File: src/rtl/nyq_cfg_ctrl_pkg.sv
// nyq_cfg_pkg: shared state encoding and NYQ address map for the config sequencer
package nyq_cfg_pkg;

    typedef enum logic [2:0] {
        ST_IDLE = 3'd0,
        ST_CLR  = 3'd1,
        ST_LOAD = 3'd2,
        ST_ARM  = 3'd3,
        ST_DONE = 3'd4
    } state_e;

    localparam int NYQ_DONE_ADDR = 32;
    localparam int NYQ_NUM_COEF  = 32;
    localparam int LOAD_DONE_BIT = 0;

endpackage

File: src/rtl/nyq_cfg_ctrl_if.sv
// nyq_cfg_ctrl_if: coefficient stream, NYQ parameter-write bus and status of the config sequencer
interface nyq_cfg_ctrl_if #(
    parameter int ADDR_WIDTH = 6,
    parameter int MEM_WIDTH  = 24
);
    logic                  Start_SI;
    logic [MEM_WIDTH-1:0]  Coef_DI;
    logic                  CoefValid_SI;
    logic                  CoefReady_SO;
    logic                  WrEn_SO;
    logic [ADDR_WIDTH-1:0] Addr_DO;
    logic [MEM_WIDTH-1:0]  PAR_Out_DO;
    logic                  Busy_SO;
    logic                  Done_SO;
    logic                  Err_SO;

    modport master (
        output Start_SI, Coef_DI, CoefValid_SI,
        input  CoefReady_SO, WrEn_SO, Addr_DO, PAR_Out_DO, Busy_SO, Done_SO, Err_SO
    );

    modport slave (
        input  Start_SI, Coef_DI, CoefValid_SI,
        output CoefReady_SO, WrEn_SO, Addr_DO, PAR_Out_DO, Busy_SO, Done_SO, Err_SO
    );

endinterface

File: src/rtl/nyq_cfg_ctrl_stall_timer.sv
// cfg_stall_timer: saturating stall counter with clear/enable and terminal-count flag
module cfg_stall_timer #(
    parameter int TERMINAL = 255
) (
    input  logic Clk_CI,
    input  logic Rst_RBI,
    input  logic clr,
    input  logic en,
    output logic tc
);
    localparam int W = (TERMINAL > 1) ? $clog2(TERMINAL + 1) : 1;

    logic [W-1:0] cnt_q;

    assign tc = (cnt_q == W'(TERMINAL));

    // count enabled cycles, hold at the terminal value, clear has priority
    always_ff @(posedge Clk_CI or negedge Rst_RBI) begin
        if (!Rst_RBI) begin
            cnt_q <= '0;
        end else if (clr) begin
            cnt_q <= '0;
        end else if (en && !tc) begin
            cnt_q <= cnt_q + W'(1);
        end
    end

endmodule

File: src/rtl/nyq_cfg_ctrl.sv
// nyq_cfg_ctrl: clears load-done, streams NUM_COEF coefficients into NYQ, then arms it
module nyq_cfg_ctrl
    import nyq_cfg_pkg::*;
#(
    parameter int ADDR_WIDTH = 6,
    parameter int MEM_WIDTH  = 24,
    parameter int NUM_COEF   = NYQ_NUM_COEF,
    parameter int DONE_ADDR  = NYQ_DONE_ADDR,
    parameter int TIMEOUT    = 255
) (
    input logic           Clk_CI,
    input logic           Rst_RBI,
    nyq_cfg_ctrl_if.slave cfg
);
    localparam int IDX_W = (NUM_COEF > 1) ? $clog2(NUM_COEF) : 1;
    localparam logic [ADDR_WIDTH-1:0] DONE_A    = ADDR_WIDTH'(DONE_ADDR);
    localparam logic [MEM_WIDTH-1:0]  DONE_WORD = MEM_WIDTH'(1) << LOAD_DONE_BIT;
    localparam logic [IDX_W-1:0]      LAST_IDX  = IDX_W'(NUM_COEF - 1);

    state_e                state_q;
    logic [IDX_W-1:0]      idx_q;
    logic                  wr_en_q;
    logic [ADDR_WIDTH-1:0] addr_q;
    logic [MEM_WIDTH-1:0]  par_q;
    logic                  busy_q;
    logic                  done_q;
    logic                  err_q;
    logic                  stall_tc;
    logic                  ready;
    logic                  accept;
    logic                  start_ok;

    // ready drops in the abort cycle so no beat is taken and then discarded
    assign ready    = (state_q == ST_LOAD) && !stall_tc;
    assign accept   = ready && cfg.CoefValid_SI;
    assign start_ok = cfg.Start_SI && (state_q == ST_IDLE || state_q == ST_DONE);

    cfg_stall_timer #(
        .TERMINAL(TIMEOUT)
    ) u_stall (
        .Clk_CI (Clk_CI),
        .Rst_RBI(Rst_RBI),
        .clr    (state_q != ST_LOAD || accept),
        .en     (state_q == ST_LOAD),
        .tc     (stall_tc)
    );

    // sequencer: every bus write is registered so it appears in the cycle after its cause
    always_ff @(posedge Clk_CI or negedge Rst_RBI) begin
        if (!Rst_RBI) begin
            state_q <= ST_IDLE;
            idx_q   <= '0;
            wr_en_q <= 1'b0;
            addr_q  <= '0;
            par_q   <= '0;
            busy_q  <= 1'b0;
            done_q  <= 1'b0;
            err_q   <= 1'b0;
        end else begin
            wr_en_q <= 1'b0;
            if (start_ok) begin
                state_q <= ST_CLR;
                wr_en_q <= 1'b1;
                addr_q  <= DONE_A;
                par_q   <= '0;
                busy_q  <= 1'b1;
                done_q  <= 1'b0;
                err_q   <= 1'b0;
                idx_q   <= '0;
            end else begin
                case (state_q)
                    ST_CLR: state_q <= ST_LOAD;
                    ST_LOAD: begin
                        if (stall_tc) begin
                            state_q <= ST_IDLE;
                            busy_q  <= 1'b0;
                            err_q   <= 1'b1;
                            idx_q   <= '0;
                        end else if (accept) begin
                            wr_en_q <= 1'b1;
                            addr_q  <= ADDR_WIDTH'(idx_q);
                            par_q   <= cfg.Coef_DI;
                            idx_q   <= idx_q + IDX_W'(1);
                            state_q <= (idx_q == LAST_IDX) ? ST_ARM : ST_LOAD;
                        end
                    end
                    ST_ARM: begin
                        state_q <= ST_DONE;
                        wr_en_q <= 1'b1;
                        addr_q  <= DONE_A;
                        par_q   <= DONE_WORD;
                        busy_q  <= 1'b0;
                        done_q  <= 1'b1;
                        idx_q   <= '0;
                    end
                    default: state_q <= state_q;
                endcase
            end
        end
    end

    assign cfg.CoefReady_SO = ready;
    assign cfg.WrEn_SO      = wr_en_q;
    assign cfg.Addr_DO      = addr_q;
    assign cfg.PAR_Out_DO   = par_q;
    assign cfg.Busy_SO      = busy_q;
    assign cfg.Done_SO      = done_q;
    assign cfg.Err_SO       = err_q;

endmodule

File: src/flat_wrapper.sv
// flat-port wrapper written by rule: the top's interface ports become plain ports
module nyq_cfg_ctrl_flat import nyq_cfg_pkg::*;
#(
    parameter int ADDR_WIDTH = 6,
    parameter int MEM_WIDTH  = 24,
    parameter int NUM_COEF   = NYQ_NUM_COEF,
    parameter int DONE_ADDR  = NYQ_DONE_ADDR,
    parameter int TIMEOUT    = 255
)
  (Clk_CI, Rst_RBI, cfg_Start_SI, cfg_Coef_DI, cfg_CoefValid_SI, cfg_CoefReady_SO, cfg_WrEn_SO, cfg_Addr_DO, cfg_PAR_Out_DO, cfg_Busy_SO, cfg_Done_SO, cfg_Err_SO);
  nyq_cfg_ctrl_if #(.ADDR_WIDTH(ADDR_WIDTH), .MEM_WIDTH(MEM_WIDTH)) cfg_i ();
  input logic Clk_CI;
  input logic Rst_RBI;
  input wire logic [$bits(cfg_i.Start_SI)-1:0] cfg_Start_SI;
  input wire logic [$bits(cfg_i.Coef_DI)-1:0] cfg_Coef_DI;
  input wire logic [$bits(cfg_i.CoefValid_SI)-1:0] cfg_CoefValid_SI;
  output wire logic [$bits(cfg_i.CoefReady_SO)-1:0] cfg_CoefReady_SO;
  output wire logic [$bits(cfg_i.WrEn_SO)-1:0] cfg_WrEn_SO;
  output wire logic [$bits(cfg_i.Addr_DO)-1:0] cfg_Addr_DO;
  output wire logic [$bits(cfg_i.PAR_Out_DO)-1:0] cfg_PAR_Out_DO;
  output wire logic [$bits(cfg_i.Busy_SO)-1:0] cfg_Busy_SO;
  output wire logic [$bits(cfg_i.Done_SO)-1:0] cfg_Done_SO;
  output wire logic [$bits(cfg_i.Err_SO)-1:0] cfg_Err_SO;
  assign cfg_i.Start_SI = cfg_Start_SI;
  assign cfg_i.Coef_DI = cfg_Coef_DI;
  assign cfg_i.CoefValid_SI = cfg_CoefValid_SI;
  assign cfg_CoefReady_SO = cfg_i.CoefReady_SO;
  assign cfg_WrEn_SO = cfg_i.WrEn_SO;
  assign cfg_Addr_DO = cfg_i.Addr_DO;
  assign cfg_PAR_Out_DO = cfg_i.PAR_Out_DO;
  assign cfg_Busy_SO = cfg_i.Busy_SO;
  assign cfg_Done_SO = cfg_i.Done_SO;
  assign cfg_Err_SO = cfg_i.Err_SO;
  nyq_cfg_ctrl #(.ADDR_WIDTH(ADDR_WIDTH), .MEM_WIDTH(MEM_WIDTH), .NUM_COEF(NUM_COEF), .DONE_ADDR(DONE_ADDR), .TIMEOUT(TIMEOUT)) u_core (.Clk_CI(Clk_CI), .Rst_RBI(Rst_RBI), .cfg(cfg_i));
endmodule
File: config.mk
export PLATFORM = sky130hd
export DESIGN_NAME = nyq_cfg_ctrl_flat
export DESIGN_NICKNAME = d
export VERILOG_FILES = /design/src/rtl/nyq_cfg_ctrl_pkg.sv /design/src/rtl/nyq_cfg_ctrl_if.sv /design/src/rtl/nyq_cfg_ctrl_stall_timer.sv /design/src/rtl/nyq_cfg_ctrl.sv /design/src/flat_wrapper.sv
export SDC_FILE = /design/constraint.sdc
export NUM_CORES = 1
export LEC_CHECK = 0
export ABC_CLOCK_PERIOD_IN_PS = 3100
export CORE_MARGIN = 8
export CORE_UTILIZATION = 30
export CTS_BUF_LIST = sky130_fd_sc_hd__clkbuf_2 sky130_fd_sc_hd__clkbuf_4 sky130_fd_sc_hd__clkbuf_8
export CTS_CLUSTER_SIZE = 8
export DETAILED_ROUTE_END_ITERATION = 6
export PLACE_DENSITY = 0.64
export SKIP_CTS_REPAIR_TIMING = 1
export SLEW_MARGIN = 30
export SYNTH_ARGS = -nofsm -noshare
export SYNTH_HDL_FRONTEND = slang
export SYNTH_HIERARCHICAL = 1
export SYNTH_SLANG_ARGS = --single-unit
export TNS_END_PERCENT = 1
File: constraint.sdc
create_clock -name Clk_CI -period 3.1 [get_ports Clk_CI]
set_input_delay 0.93 -clock Clk_CI [delete_from_list [all_inputs] [get_ports Clk_CI]]
set_output_delay 0.93 -clock Clk_CI [all_outputs]
set_load 0.05 [all_outputs]
# Word-level counts from Yosys, hierarchy flattened
# Index checks and enable logic that the tools add are counted.
# Widths: inputs -> output; s select.
[word_totals]
ff_bits = 50
out_inout_bits = 35
inputBits = 28
word_cells = 71
[op_classes]
n_addsub = 2
n_eq_ne = 11
mux = 31
reduce_logical = 18
[op_table]
columns = ["op", "n"]
rows = [
  ["$mux 24", 3],
  ["$pmux 24 s2", 1],
  ["$mux 6", 3],
  ["$mux 8", 2],
  ["$mux 5", 3],
  ["$pmux 6 s2", 1],
  ["$mux 1", 11],
  ["$pmux 5 s2", 1],
  ["$mux 3", 3],
  ["$pmux 3 s3", 1],
  ["$add 8x1->8 const B", 1],
  ["$eq 8x8->1 const B", 1],
  ["$reduce_and 2->1", 4],
  ["$reduce_bool 2->1", 4],
  ["$eq 3x2->1 const B", 2],
  ["$ne 3x1->1 const B", 2],
  ["$add 5x1->5 const B", 1],
  ["$eq 5x5->1 const B", 1],
  ["$ne 4x1->1 const B", 1],
  ["$pmux 1 s2", 2],
  ["$reduce_bool 4->1", 1],
  ["$eq 3x1->1 const B", 1],
  ["$eq 3x3->1 const B", 1],
  ["$logic_and 1x1->1", 3],
  ["other kinds (7)", 8],
]

# Depth between registers and ports, before layout
# Gate-level depths: netlist of run 1.
[logic_depth]
word_depth = 8
depth_mapped = 9
mapped_depth_nobuf = 7

# Modules after synthesis
# The synthesis of run 1 kept the hierarchy.
[modules_own_cells]
columns = ["mod", "area_each_um2", "seq_area_each_um2", "cells_per_inst", "n_inst"]
rows = [
  ["nyq_cfg_ctrl", 1893.1, 1051.0, 200, 1],
  ["cfg_stall_timer", 469.2, 200.2, 47, 1],
]

# Worst setup path after synthesis of run 1
# Ideal clock, no wire load.
[synth_timing]
kind = "reg-to-output"
start = "register u_core.u_stall.cnt_q[0]"
end = "output cfg_CoefReady_SO"
n_path_buf = 0
t_arrival_ns = 2.127
stages_incl_launch_ff = 5
required_ns = 2.170
path_slack_ns = 0.043
cell_sequence = "dfrtp_1 ha_1 and4_4 and2_2 nor3_1"
[synth_between]
elab_chain_cells = 3
[synth_lines]
columns = ["item", "line", "text"]
rows = [
  ["start: declaration", "nyq_cfg_ctrl_stall_timer.sv:13", "logic [W-1:0] cnt_q;"],
  ["start signal: assignment", "nyq_cfg_ctrl_stall_timer.sv:24", "cnt_q <= cnt_q + W'(1);"],
  ["$eq 8x8->1", "nyq_cfg_ctrl_stall_timer.sv:15", "assign tc = (cnt_q == W'(TERMINAL));"],
  ["named net u_core.stall_tc", "nyq_cfg_ctrl.sv:28", "logic stall_tc;"],
  ["$logic_not 1->1", "nyq_cfg_ctrl.sv:34", "assign ready = (state_q == ST_LOAD) && !stall_tc;"],
  ["$logic_and 1x1->1", "nyq_cfg_ctrl.sv:34", ""],
  ["end: declaration", "flat_wrapper.sv:17", "output wire logic [$bits(cfg_i.CoefReady_SO)-1:0] cfg_CoefReady_SO;"],
]
# The timed path passes the listed nets, and every way through them passes these cells.

# Final worst setup path of run 1
# Same ends and word-level chain as after synthesis.

==> impl_results.md, run 1 <==
* Routed wire length per instance at 14.6 µm
* Reg-to-Reg End: u_core/cfg.PAR_Out_DO[20]$_DFFE_PN0P_
* Seq/Total Area, Yosys at 53.0%
* IO buf count at 62
* Number of CTS-inserted buffers at 5
* CTS Root Cell: clkbuf_8
* R2r setup slk at 0.87 ns
* DR pass1 iterations at 4
* DP Area at 3090 µm²
* Post-synth EDFFs at 0
* FF+latch count, synth at 50
* Clock tree from TritonCTS: built
* Clock sink count at 50
* Final critical-path required period at 2.93 ns
* Mapped Nets at 278
* Detail Placement HPWL at 4250 µm
* Clock Skews at 0.00467 ns
* Worst-margin pin slew at 0.576 ns
* Final ANT Viol Nets at 0
* Post-layout util at 41.7%
* First-pass GRT wire length at 10,200 µm
* DR vias at 1,991
* Final Max Tran Viols at 0
* DP Cell Count at 402
* Die Wd at 105 µm
* Hold Path End: u_core/cfg.Addr_DO[5]$_DFFE_PN0P_
* Fmax at 0.341 GHz
* Core area at 7690 µm²
* Clock slew at reported path FFs at 0.09 ns
* Hold Path Depth at 1
* Pleak at 1.39 nW
* Worst slack, placed at 0.522 ns
* Die ar. at 11,000 µm²
* Syn Inst Count at 247
* Reg2Reg Depth at 8
* Distinct cells, synth at 43
* DRC errors left at 0
* Max cap viols at 0
* Setup Crit Path Kind: reg2out
* Area grow syn2layout at 35.6%
* Crit start category: flop
* WL final at 6000 µm
* Die Ht at 105 µm
* H-tree level count at 2
* Worst-case clock buffer depth at 2
* CP max FO at 7
* Critical path required time at 2.17 ns
* Ant. Diodes at 0
* Clk_lat worst skew at 0.30 ns
* Design area at 3200 µm²
* CP Data Arrival Time at 2.00 ns
* Grt total ovfl at 0
* Synth Flop Type: dfrtp_1
* Vias in the first global route at 2,045
* Final WS setup at 0.171 ns
* Total power draw at 3.38 mW
* Syn Std Cell Area at 2360 µm²
* Avg Cell Area, Syn at 9.56 µm²
* Total Nets Final at 338
* Final Hold Fails at 0
* Status: completed
* Number of DRC markers after the initial detailed-route iteration at 93
* Post-synthesis async set-or-reset flop share at 100%
* Largest net degree at the start of global routing at 32
* Layout filler cell count at 766
* Fraction of layout cells with a size suffix above 1 at 9.09%
* Power per cell area at 1050 nW/µm²
* Final non-filler cell total at 410
* Avg Vias per Cell at 4.86
* Sum Neg Setup Slack at 0 ns
* All-Layer GR Usage at 11.1%
* Period utilisation layout at 94.5%
* Yosys Warn Count at 6
* Worst Hold Class: reg2reg
* Final hold slack at 0.484 ns
* R2r startpoint: u_core/u_stall/cnt_q[0]$_DFFE_PN0P_
* Max rail drop VDD at 0.421 mV
* IO Pins at 63
* Hold_sp: u_core/cfg.Addr_DO[5]$_DFFE_PN0P_
* Headroom to the max-slew limit at 61.6%
* Num rows at 32
* Initial Util at 30.7%
* Routability cong. at 0.819
* Initial antenna violation count at 0
* Final setup fails at 0
* CP Capture Type: output pin
* RSZ-0062 raised after global routing: no
==> logic make-up (layout without fill, tap and decap cells) <==
logic type | Yosys count | count (layout) | share of synthesized area, %
AND/OR/NAND/NOR | 110 | 110 | 23.9
buffers and inverters | 18 | 79 | 3.50
multiplexers | 4 | 4 | 1.96
flip-flops | 50 | 50 | 53.0
adder cells (fa/ha/maj) | 3 | 3 | 1.59
AO/OA/AOI/OAI | 62 | 62 | 16.0
==> state kept, by name, indices dropped and copies added, names as in the netlist <==
name / flops
u_core/cfg.Done_SO: 1
u_core/cfg.Addr_DO: 6
u_core/cfg.Busy_SO: 1
u_core/cfg.Err_SO: 1
u_core/state_q: 3
u_core/cfg.WrEn_SO: 1
u_core/u_stall/cnt_q: 8
u_core/cfg.PAR_Out_DO: 24
u_core/idx_q: 5
==> synth_stat cells, types with 4 or more instances <==
| cell type | n | area, µm² |
|---|---|---|
| a211oi_1 | 4 | 30.0 |
| a21o_1 | 4 | 30.0 |
| a21oi_1 | 7 | 35.0 |
| buf_2 | 11 | 55.1 |
| dfrtp_1 | 50 | 1250 |
| nand2_1 | 36 | 135 |
| nand2b_1 | 5 | 31.3 |
| nand3_1 | 36 | 180 |
| nor2_1 | 9 | 33.8 |
| nor2b_1 | 5 | 31.3 |
| o21ai_0 | 32 | 160 |
==> area by class of cell <==
cell class                      instances  area [µm²]  area share (%)
Inverter                                3        11.3           0.352
Clock inverter                          1        30.0           0.938
Clock buffer                            7        83.8            2.62
Sequential cell                        50        1250            39.1
Multi-Input combinational cell        179        1030            32.1
Tap cell                              102         128            3.98
Timing Repair Buffer                   68         671            20.9
==> placed cells by master, fill, tap and decap left out, types with 5 or more instances in the layout <==
master	instances
clkdlybuf4s50_1	60
buf_4	6
nand3_1	36
dfrtp_1	50
nor2_1	9
nor2b_1	5
nand2b_1	5
a21oi_1	7
nand2_1	36
clkbuf_8	5
o21ai_0	32
==> metal layers <==
layer,track usage [%],part of all wire [%]
met5,0,0
met4,4.18,1.3
met3,2.21,3.7
met2,18.6,50
met1,13.8,45
==> worst max-delay path by stage <==
stage / startpoint / to / slack, ns
after floorplan: u_core/u_stall/cnt_q[0]$_DFFE_PN0P_ / cfg_CoefReady_SO / 0.04
after global placement: u_core/u_stall/cnt_q[0]$_DFFE_PN0P_ / cfg_CoefReady_SO / 0.55
after detailed placement: cfg_CoefValid_SI / u_core/cfg.PAR_Out_DO[20]$_DFFE_PN0P_ / 0.52
after CTS: u_core/u_stall/cnt_q[0]$_DFFE_PN0P_ / cfg_CoefReady_SO / 0.18
after global routing: u_core/u_stall/cnt_q[0]$_DFFE_PN0P_ / cfg_CoefReady_SO / 0.06
final: u_core/u_stall/cnt_q[0]$_DFFE_PN0P_ / cfg_CoefReady_SO / 0.17
==> report_power, final <==
group	total (mW)	internal (mW)	leakage [nW]	switching, mW
clock	0.468	0.259	0.0593	0.208
sequential	1.06	0.876	0.644	0.184
combinational	1.85	0.631	0.684	1.22
total	3.38	1.77	1.39	1.61
==> worst max-delay path: stages (launching register included) <==
cell,delay (ns)
dfrtp_1,0.42
ha_1,0.27
and4_4,0.21
and2_2,0.22
nor3_1,0.39
buf_12,0.20
Power figures use the tool's default switching activity.
==> run 2: changes to the inputs <==
--- a/config.mk
+++ b/config.mk
@@ -5,7 +5,8 @@
 export SDC_FILE = /design/constraint.sdc
 export NUM_CORES = 1
 export LEC_CHECK = 0
-export ABC_CLOCK_PERIOD_IN_PS = 3100
+export ABC_AREA = 0
+export ABC_CLOCK_PERIOD_IN_PS = 3250
 export CORE_MARGIN = 8
 export CORE_UTILIZATION = 30
 export CTS_BUF_LIST = sky130_fd_sc_hd__clkbuf_2 sky130_fd_sc_hd__clkbuf_4 sky130_fd_sc_hd__clkbuf_8
==> constraint.sdc (replaced) <==
create_clock -name Clk_CI -period 3.25 [get_ports Clk_CI]
set_input_delay 0.975 -clock Clk_CI [delete_from_list [all_inputs] [get_ports Clk_CI]]
set_output_delay 0.975 -clock Clk_CI [all_outputs]
set_load 0.05 [all_outputs]
==> run 2 against run 1 <==
Combinational power is 6% lower. Die area stayed put. Global-route usage is 0.073 points lower. First-iteration DRC count is 26% lower. Utilization is 0.41 points lower. Setup slack better by 0.25 ns. Final cell count stayed put. Via count is 0.35% lower. Clock power is 20% lower. Non-clock buffer count stayed put.
==> impl_results.md, run 2 (same netlist as run 1, synthesis figures left out) <==
* Status: completed (unchanged)
* CP max FO at 7 (unchanged)
* Num rows at 32 (unchanged)
* Sum Neg Setup Slack at 0 ns (unchanged)
* Die Ht at 105 µm (unchanged)
* Hold_sp: u_core/cfg.Addr_DO[5]$_DFFE_PN0P_ (unchanged)
* Critical Path Source: u_core/u_stall/cnt_q[0]$_DFFE_PN0P_ (unchanged)
* Initial Util at 30.7% (unchanged)
* Detail Placement HPWL at 4160 µm (was 4250 µm)
* Critical path required time at 2.27 ns (was 2.17 ns)
* IO buf count at 62 (unchanged)
* Final Hold Fails at 0 (unchanged)
* Reg power frac at 32.3% (was 31.4%)
* DR vias at 1,984 (was 1,991)
* Die ar. at 11,000 µm² (unchanged)
* WP depth at 5 (unchanged)
* R2r setup slk at 1.07 ns (was 0.87 ns)
* Routed wire length per instance at 14.5 µm (was 14.6 µm)
* Final ANT Viol Nets at 0 (unchanged)
* Routability cong. at 0.789 (was 0.819)
* Fraction of layout cells with a size suffix above 1 at 9.09% (unchanged)
* Ant. Diodes at 0 (unchanged)
* Sw Ratio at 48.8% (was 47.7%)
* Hold Path End: u_core/cfg.Addr_DO[5]$_DFFE_PN0P_ (unchanged)
* Clock sink count at 50 (unchanged)
* Clock tree from TritonCTS: built (unchanged)
* DP Cell Count at 402 (unchanged)
* Reg-to-Reg End: u_core/u_stall/cnt_q[3]$_DFFE_PN0P_ (was u_core/cfg.PAR_Out_DO[20]$_DFFE_PN0P_)
* Max rail drop VDD at 0.318 mV (was 0.421 mV)
* DRC errors left at 0 (unchanged)
* Final Max Tran Viols at 0 (unchanged)
* IO Pins at 63 (unchanged)
* Sw power at 1.53 mW (was 1.61 mW)
* Grt total ovfl at 0 (unchanged)
* Final critical-path required period at 2.83 ns
* Vias in the first global route at 2,110 (was 2,045)
* RSZ-0062 raised after global routing: no (unchanged)
* Pleak at 1.38 nW (was 1.39 nW)
* Clock slew at reported path FFs at 0.09 ns (about the same)
* Number of CTS-inserted buffers at 5 (unchanged)
* Setup Crit Path Kind: reg2out (unchanged)
* Clock Skews at 0.00535 ns (was 0.00467 ns)
* Largest net degree at the start of global routing at 32 (unchanged)
* Die Wd at 105 µm (unchanged)
* Clk pwr share at 12.0% (was 13.9%)
* DR pass1 iterations at 4 (unchanged)
* Avg Vias per Cell at 4.84 (was 4.86)
* Fmax at 0.353 GHz
* H-tree level count at 2 (unchanged)
* Most frequent cells in the layout: clkdlybuf4s50_1 (60), dfrtp_1 (50), nand2_1 (36), nand3_1 (36), o21ai_0 (32) (unchanged)
* Largest delay contributor family on the critical path: simple AND/OR/NAND/NOR gates (unchanged)
* Power per cell area at 987 nW/µm² (was 1050 nW/µm²)
* Hold Path Depth at 1 (unchanged)
* Number of DRC markers after the initial detailed-route iteration at 69 (was 93)
* Crit start category: flop (unchanged)
* Initial antenna violation count at 0 (unchanged)
* Worst Hold Class: reg2reg (unchanged)
* Core area at 7690 µm² (unchanged)
* Final setup fails at 0 (unchanged)
* WL final at 5940 µm (was 6000 µm)
* Total Nets Final at 338 (unchanged)
* Worst-margin pin slew at 0.543 ns (was 0.576 ns)
* CP Capture Type: output pin (unchanged)
* All-Layer GR Usage at 11.0% (was 11.1%)
* Comb power frac at 55.7% (was 54.8%)
* CP Buf/Inv Count at 1 (unchanged)
* CTS Root Cell: clkbuf_8 (unchanged)
* R2r startpoint: u_core/u_stall/cnt_q[0]$_DFFE_PN0P_ (unchanged)
* Reg2Reg Depth at 7 (was 8)
* Worst-case clock buffer depth at 2 (unchanged)
* Max cap viols at 0 (unchanged)
* Period utilisation layout at 87.1%
* Commonest non-fill, non-tap cell in the layout: clkdlybuf4s50_1 (unchanged)
* Area grow syn2layout at 34.3% (was 35.6%)
* Clk_lat worst skew at 0.29 ns (was 0.30 ns)
* First-pass GRT wire length at 10,400 µm (was 10,200 µm)
* Final non-filler cell total at 410 (unchanged)
* Slowest CP cell: dfrtp_1 (unchanged)
* Max incr delay on CP at 0.43 ns (was 0.42 ns)
* CP Data Arrival Time at 1.86 ns (was 2.00 ns)
* Cell Int Power at 1.60 mW (was 1.77 mW)
* Max FFs per register at 24 (unchanged)
* CP Cell Sequence: ha_1 -> and4_4 -> and2_2 -> nor3_1 -> buf_4 (was ha_1 -> and4_4 -> and2_2 -> nor3_1 -> buf_12)
* Headroom to the max-slew limit at 63.7% (was 61.6%)
==> run 2: changes by cell type in the layout (fill, tap and decap cells not counted), sizes merged <==
| cell | before | now |
|---|---|---|
| bufinv | 1 | 0 |
| clkinv | 0 | 1 |
==> run 2: worst max-delay path by stage <==
stage                                                       end  slack (ns)
after floorplan                                cfg_CoefReady_SO        0.15
after global placement    u_core/cfg.PAR_Out_DO[20]$_DFFE_PN0P_        0.69
after detailed placement   u_core/cfg.PAR_Out_DO[3]$_DFFE_PN0P_        0.61
after CTS                                      cfg_CoefReady_SO        0.40
after global routing                           cfg_CoefReady_SO        0.30
final                                          cfg_CoefReady_SO        0.42
==> run 2: power groups by stage <==
stage	logic (mW)	clock network (mW)	registers [mW]
after floorplan	0.654	0	1.57
after CTS	1.77	0.400	1.01
after global placement	1.75	0	1.02
after detailed placement	1.77	0	1.03
after global routing	1.89	0.421	1.05
final	1.74	0.375	1.01
==> run 2: metrics by stage <==
step | worst slack, ns | hold slack (ns) | power (mW) | utilization [%] | instance area, µm²
final | 0.419 | 0.481 | 3.13 | 41.3 | 3170
after floorplan | 0.148 | 0.478 | 2.22 | - | 2360
after global routing | 0.303 | 0.522 | 3.36 | 41.3 | 3170
after global placement | 0.688 | 0.466 | 2.76 | 40.0 | 3080
after CTS | 0.403 | 0.487 | 3.19 | 41.3 | 3170
after detailed placement | 0.608 | 0.465 | 2.80 | 40.0 | 3080
==> run 2: layout make-up <==
cell class,instances,area (µm²)
Sequential cell,50,1250
Tap cell,102,128
Inverter,3,11.3
Timing Repair Buffer,68,658
Clock buffer,7,90.1
Fill cell,781,4520
Clock inverter,1,5.00
Multi-Input combinational cell,179,1030
==> run 2: worst reg2reg max path, stage by stage, from the launching register on <==
cell	delay [ns]
dfrtp_1	0.42
ha_1	0.26
and4_4	0.29
and2_2	0.23
nor2b_1	0.08
or3_1	0.48
o21bai_1	0.22
a31oi_1	0.13
==> run 2: routing by layer <==
metal / share of wire [%] / track usage (%) / vias to the layer above
met5: 0 / 0 / -
met4: 0.94 / 2.75 / 0
met3: 4.1 / 2.58 / 5
met2: 49 / 19.5 / 36
met1: 46 / 13.2 / 952
li1: - / - / 991
==> run 3: changes to the inputs <==
--- a/config.mk
+++ b/config.mk
@@ -7,12 +7,13 @@
 export LEC_CHECK = 0
 export ABC_AREA = 0
 export ABC_CLOCK_PERIOD_IN_PS = 3250
+export CORE_ASPECT_RATIO = 1.75
 export CORE_MARGIN = 8
 export CORE_UTILIZATION = 30
 export CTS_BUF_LIST = sky130_fd_sc_hd__clkbuf_2 sky130_fd_sc_hd__clkbuf_4 sky130_fd_sc_hd__clkbuf_8
 export CTS_CLUSTER_SIZE = 8
 export DETAILED_ROUTE_END_ITERATION = 6
-export PLACE_DENSITY = 0.64
+export PLACE_DENSITY = 0.65
 export SKIP_CTS_REPAIR_TIMING = 1
 export SLEW_MARGIN = 30
 export SYNTH_ARGS = -nofsm -noshare
==> run 3 against run 2 <==
Power grew 5.2%. Hold slack gained 0.015 ns. Final cell count shrank 3.4%. Register-to-register slack is essentially flat. Clock skew grew 0.0021 ns. Setup slack lost 0.11 ns. Global-route usage grew 0.30 points.
==> impl_results.md, run 3 (same netlist as run 1, synthesis figures left out) <==
* Detail Placement HPWL at 4520 µm (was 4160 µm)
* Setup Crit Path Kind: reg2out (unchanged)
* Clock Skews at 0.00748 ns (was 0.00535 ns)
* DR vias at 2,000 (was 1,984)
* Design area at 3200 µm² (was 3170 µm²)
* Routability cong. at 0.810 (was 0.789)
* Period utilisation layout at 90.4% (was 87.1%)
* Reg2Reg Depth at 7 (unchanged)
* Largest net degree at the start of global routing at 35 (was 32)
* Initial Util at 30.3% (was 30.7%)
* RSZ-0062 raised after global routing: no (unchanged)
* Hold Path Depth at 1 (unchanged)
* CP Cell Sequence: ha_1 -> and4_4 -> and2_2 -> nor3_1 -> buf_12 (was ha_1 -> and4_4 -> and2_2 -> nor3_1 -> buf_4)
* Hold Path End: u_core/cfg.Addr_DO[5]$_DFFE_PN0P_ (unchanged)
* Total Nets Final at 336 (was 338)
* IO buf count at 62 (unchanged)
* Final Max Tran Viols at 0 (unchanged)
* Final WS setup at 0.311 ns (was 0.419 ns)
* Clock sink count at 50 (unchanged)
* Clock slew at reported path FFs at 0.09 ns (about the same)
* Area grow syn2layout at 35.4% (was 34.3%)
* Final hold slack at 0.497 ns (was 0.481 ns)
* CP Buf/Inv Count at 1 (unchanged)
* Number of DRC markers after the initial detailed-route iteration at 153 (was 69)
* DP Cell Count at 388 (was 402)
* Total power draw at 3.29 mW (was 3.13 mW)
* Crit start category: flop (unchanged)
* Worst-margin pin slew at 0.828 ns (was 0.543 ns)
* CP Capture Type: output pin (unchanged)
* Pleak at 1.39 nW (was 1.38 nW)
* Final ANT Viol Nets at 0 (unchanged)
* Fraction of layout cells with a size suffix above 1 at 8.82% (was 9.09%)
* Avg Vias per Cell at 5.05 (was 4.84)
* Die Wd at 83.1 µm (was 105 µm)
* CP max FO at 7 (unchanged)
* Die Ht at 133 µm (was 105 µm)
* Num rows at 43 (was 32)
* DRC errors left at 0 (unchanged)
* Worst-case clock buffer depth at 2 (unchanged)
* Fmax at 0.340 GHz (was 0.353 GHz)
* Hold_sp: u_core/cfg.Addr_DO[5]$_DFFE_PN0P_ (unchanged)
* Most frequent cells in the layout: clkdlybuf4s50_1 (60), dfrtp_1 (50), nand2_1 (36), nand3_1 (36), o21ai_0 (32) (unchanged)
* Post-layout util at 41.0% (was 41.3%)
* Final Hold Fails at 0 (unchanged)
* Status: completed (unchanged)
* All-Layer GR Usage at 11.3% (was 11.0%)
* Max cap viols at 0 (unchanged)
* Core area at 7800 µm² (was 7690 µm²)
* Power per cell area at 1030 nW/µm² (was 987 nW/µm²)
* Reg-to-Reg End: u_core/cfg.Addr_DO[1]$_DFFE_PN0P_ (was u_core/u_stall/cnt_q[3]$_DFFE_PN0P_)
* Grt total ovfl at 0 (unchanged)
* Final setup fails at 0 (unchanged)
* DP Area at 3060 µm² (was 3080 µm²)
* Max FFs per register at 24 (unchanged)
* Largest delay contributor family on the critical path: simple AND/OR/NAND/NOR gates (unchanged)
* Number of CTS-inserted buffers at 5 (unchanged)
* Critical path required time at 2.27 ns (about the same)
* Clock tree from TritonCTS: built (unchanged)
* Layout filler cell count at 784 (was 781)
* Worst slack, placed at 0.322 ns (was 0.608 ns)
* Vias in the first global route at 2,045 (was 2,110)
* Final non-filler cell total at 396 (was 410)
* Slowest CP cell: dfrtp_1 (unchanged)
* H-tree level count at 2 (unchanged)
* CP Data Arrival Time at 1.96 ns (was 1.86 ns)
* Die ar. at 11,100 µm² (was 11,000 µm²)
* DR pass1 iterations at 4 (unchanged)
* Final critical-path required period at 2.94 ns (was 2.83 ns)
* Ant. Diodes at 0 (unchanged)
* IO Pins at 63 (unchanged)
* R2r startpoint: u_core/u_stall/cnt_q[0]$_DFFE_PN0P_ (unchanged)
* CTS Root Cell: clkbuf_8 (unchanged)
* Max incr delay on CP at 0.42 ns (was 0.43 ns)
* Initial antenna violation count at 0 (unchanged)
* Headroom to the max-slew limit at 44.8% (was 63.7%)
* Routed wire length per instance at 15.8 µm (was 14.5 µm)
* Commonest non-fill, non-tap cell in the layout: clkdlybuf4s50_1 (unchanged)
* WL final at 6240 µm (was 5940 µm)
* Worst Hold Class: reg2reg (unchanged)
* Clk_lat worst skew at 0.31 ns (was 0.29 ns)
* Sum Neg Setup Slack at 0 ns (unchanged)
* Max rail drop VDD at 0.420 mV (was 0.318 mV)
* First-pass GRT wire length at 10,400 µm (unchanged)
* R2r setup slk at 1.06 ns (was 1.07 ns)
==> run 3: worst max-delay path by stage <==
| stage | from | to | slack (ns) | cells past startpoint |
|---|---|---|---|---|
| 2_1_floorplan | u_core/u_stall/cnt_q[0]$_DFFE_PN0P_ | cfg_CoefReady_SO | 0.15 | 4 |
| 3_3_place_gp | cfg_CoefValid_SI | u_core/cfg.PAR_Out_DO[18]$_DFFE_PN0P_ | 0.39 | 5 |
| 3_5_place_dp | cfg_Start_SI | u_core/cfg.PAR_Out_DO[23]$_DFFE_PN0P_ | 0.32 | 6 |
| 4_1_cts | u_core/u_stall/cnt_q[0]$_DFFE_PN0P_ | cfg_CoefReady_SO | 0.28 | 5 |
| 5_1_grt | u_core/u_stall/cnt_q[0]$_DFFE_PN0P_ | cfg_CoefReady_SO | 0.23 | 5 |
| 6_report | u_core/u_stall/cnt_q[0]$_DFFE_PN0P_ | cfg_CoefReady_SO | 0.31 | 5 |
==> run 3: cell type report <==
type,instances,area [µm²],share of cell area (%)
clock inverters,3,68.8,2.15
flip-flops and latches,50,1250,39.1
multi-input cells,179,1030,32.2
clock buffers,5,68.8,2.15
repair buffers,66,656,20.5
well taps,90,113,3.52
inverters,3,11.3,0.352
==> run 3: worst reg2reg max path, stage by stage, from the launching register on <==
cell,delay (ns)
dfrtp_1,0.41
ha_1,0.26
and4_4,0.29
and2_2,0.22
nor2b_1,0.08
o21ai_2,0.12
and2_2,0.48
o21ai_0,0.20
==> run 3: power breakdown <==
part           leakage (nW)  total [mW]  switching [mW]  internal, mW
combinational         0.675        1.76            1.17         0.595
sequential            0.644        1.01           0.177         0.835
clock                0.0683       0.519           0.211         0.308
total                  1.39        3.29            1.55          1.74
==> run 3: per-layer routing <==
metal	part of all wire, %	GRT usage, %
met5	0	0
met4	3.0	5.60
met2	54	20.6
met3	3.7	2.51
met1	40	11.8
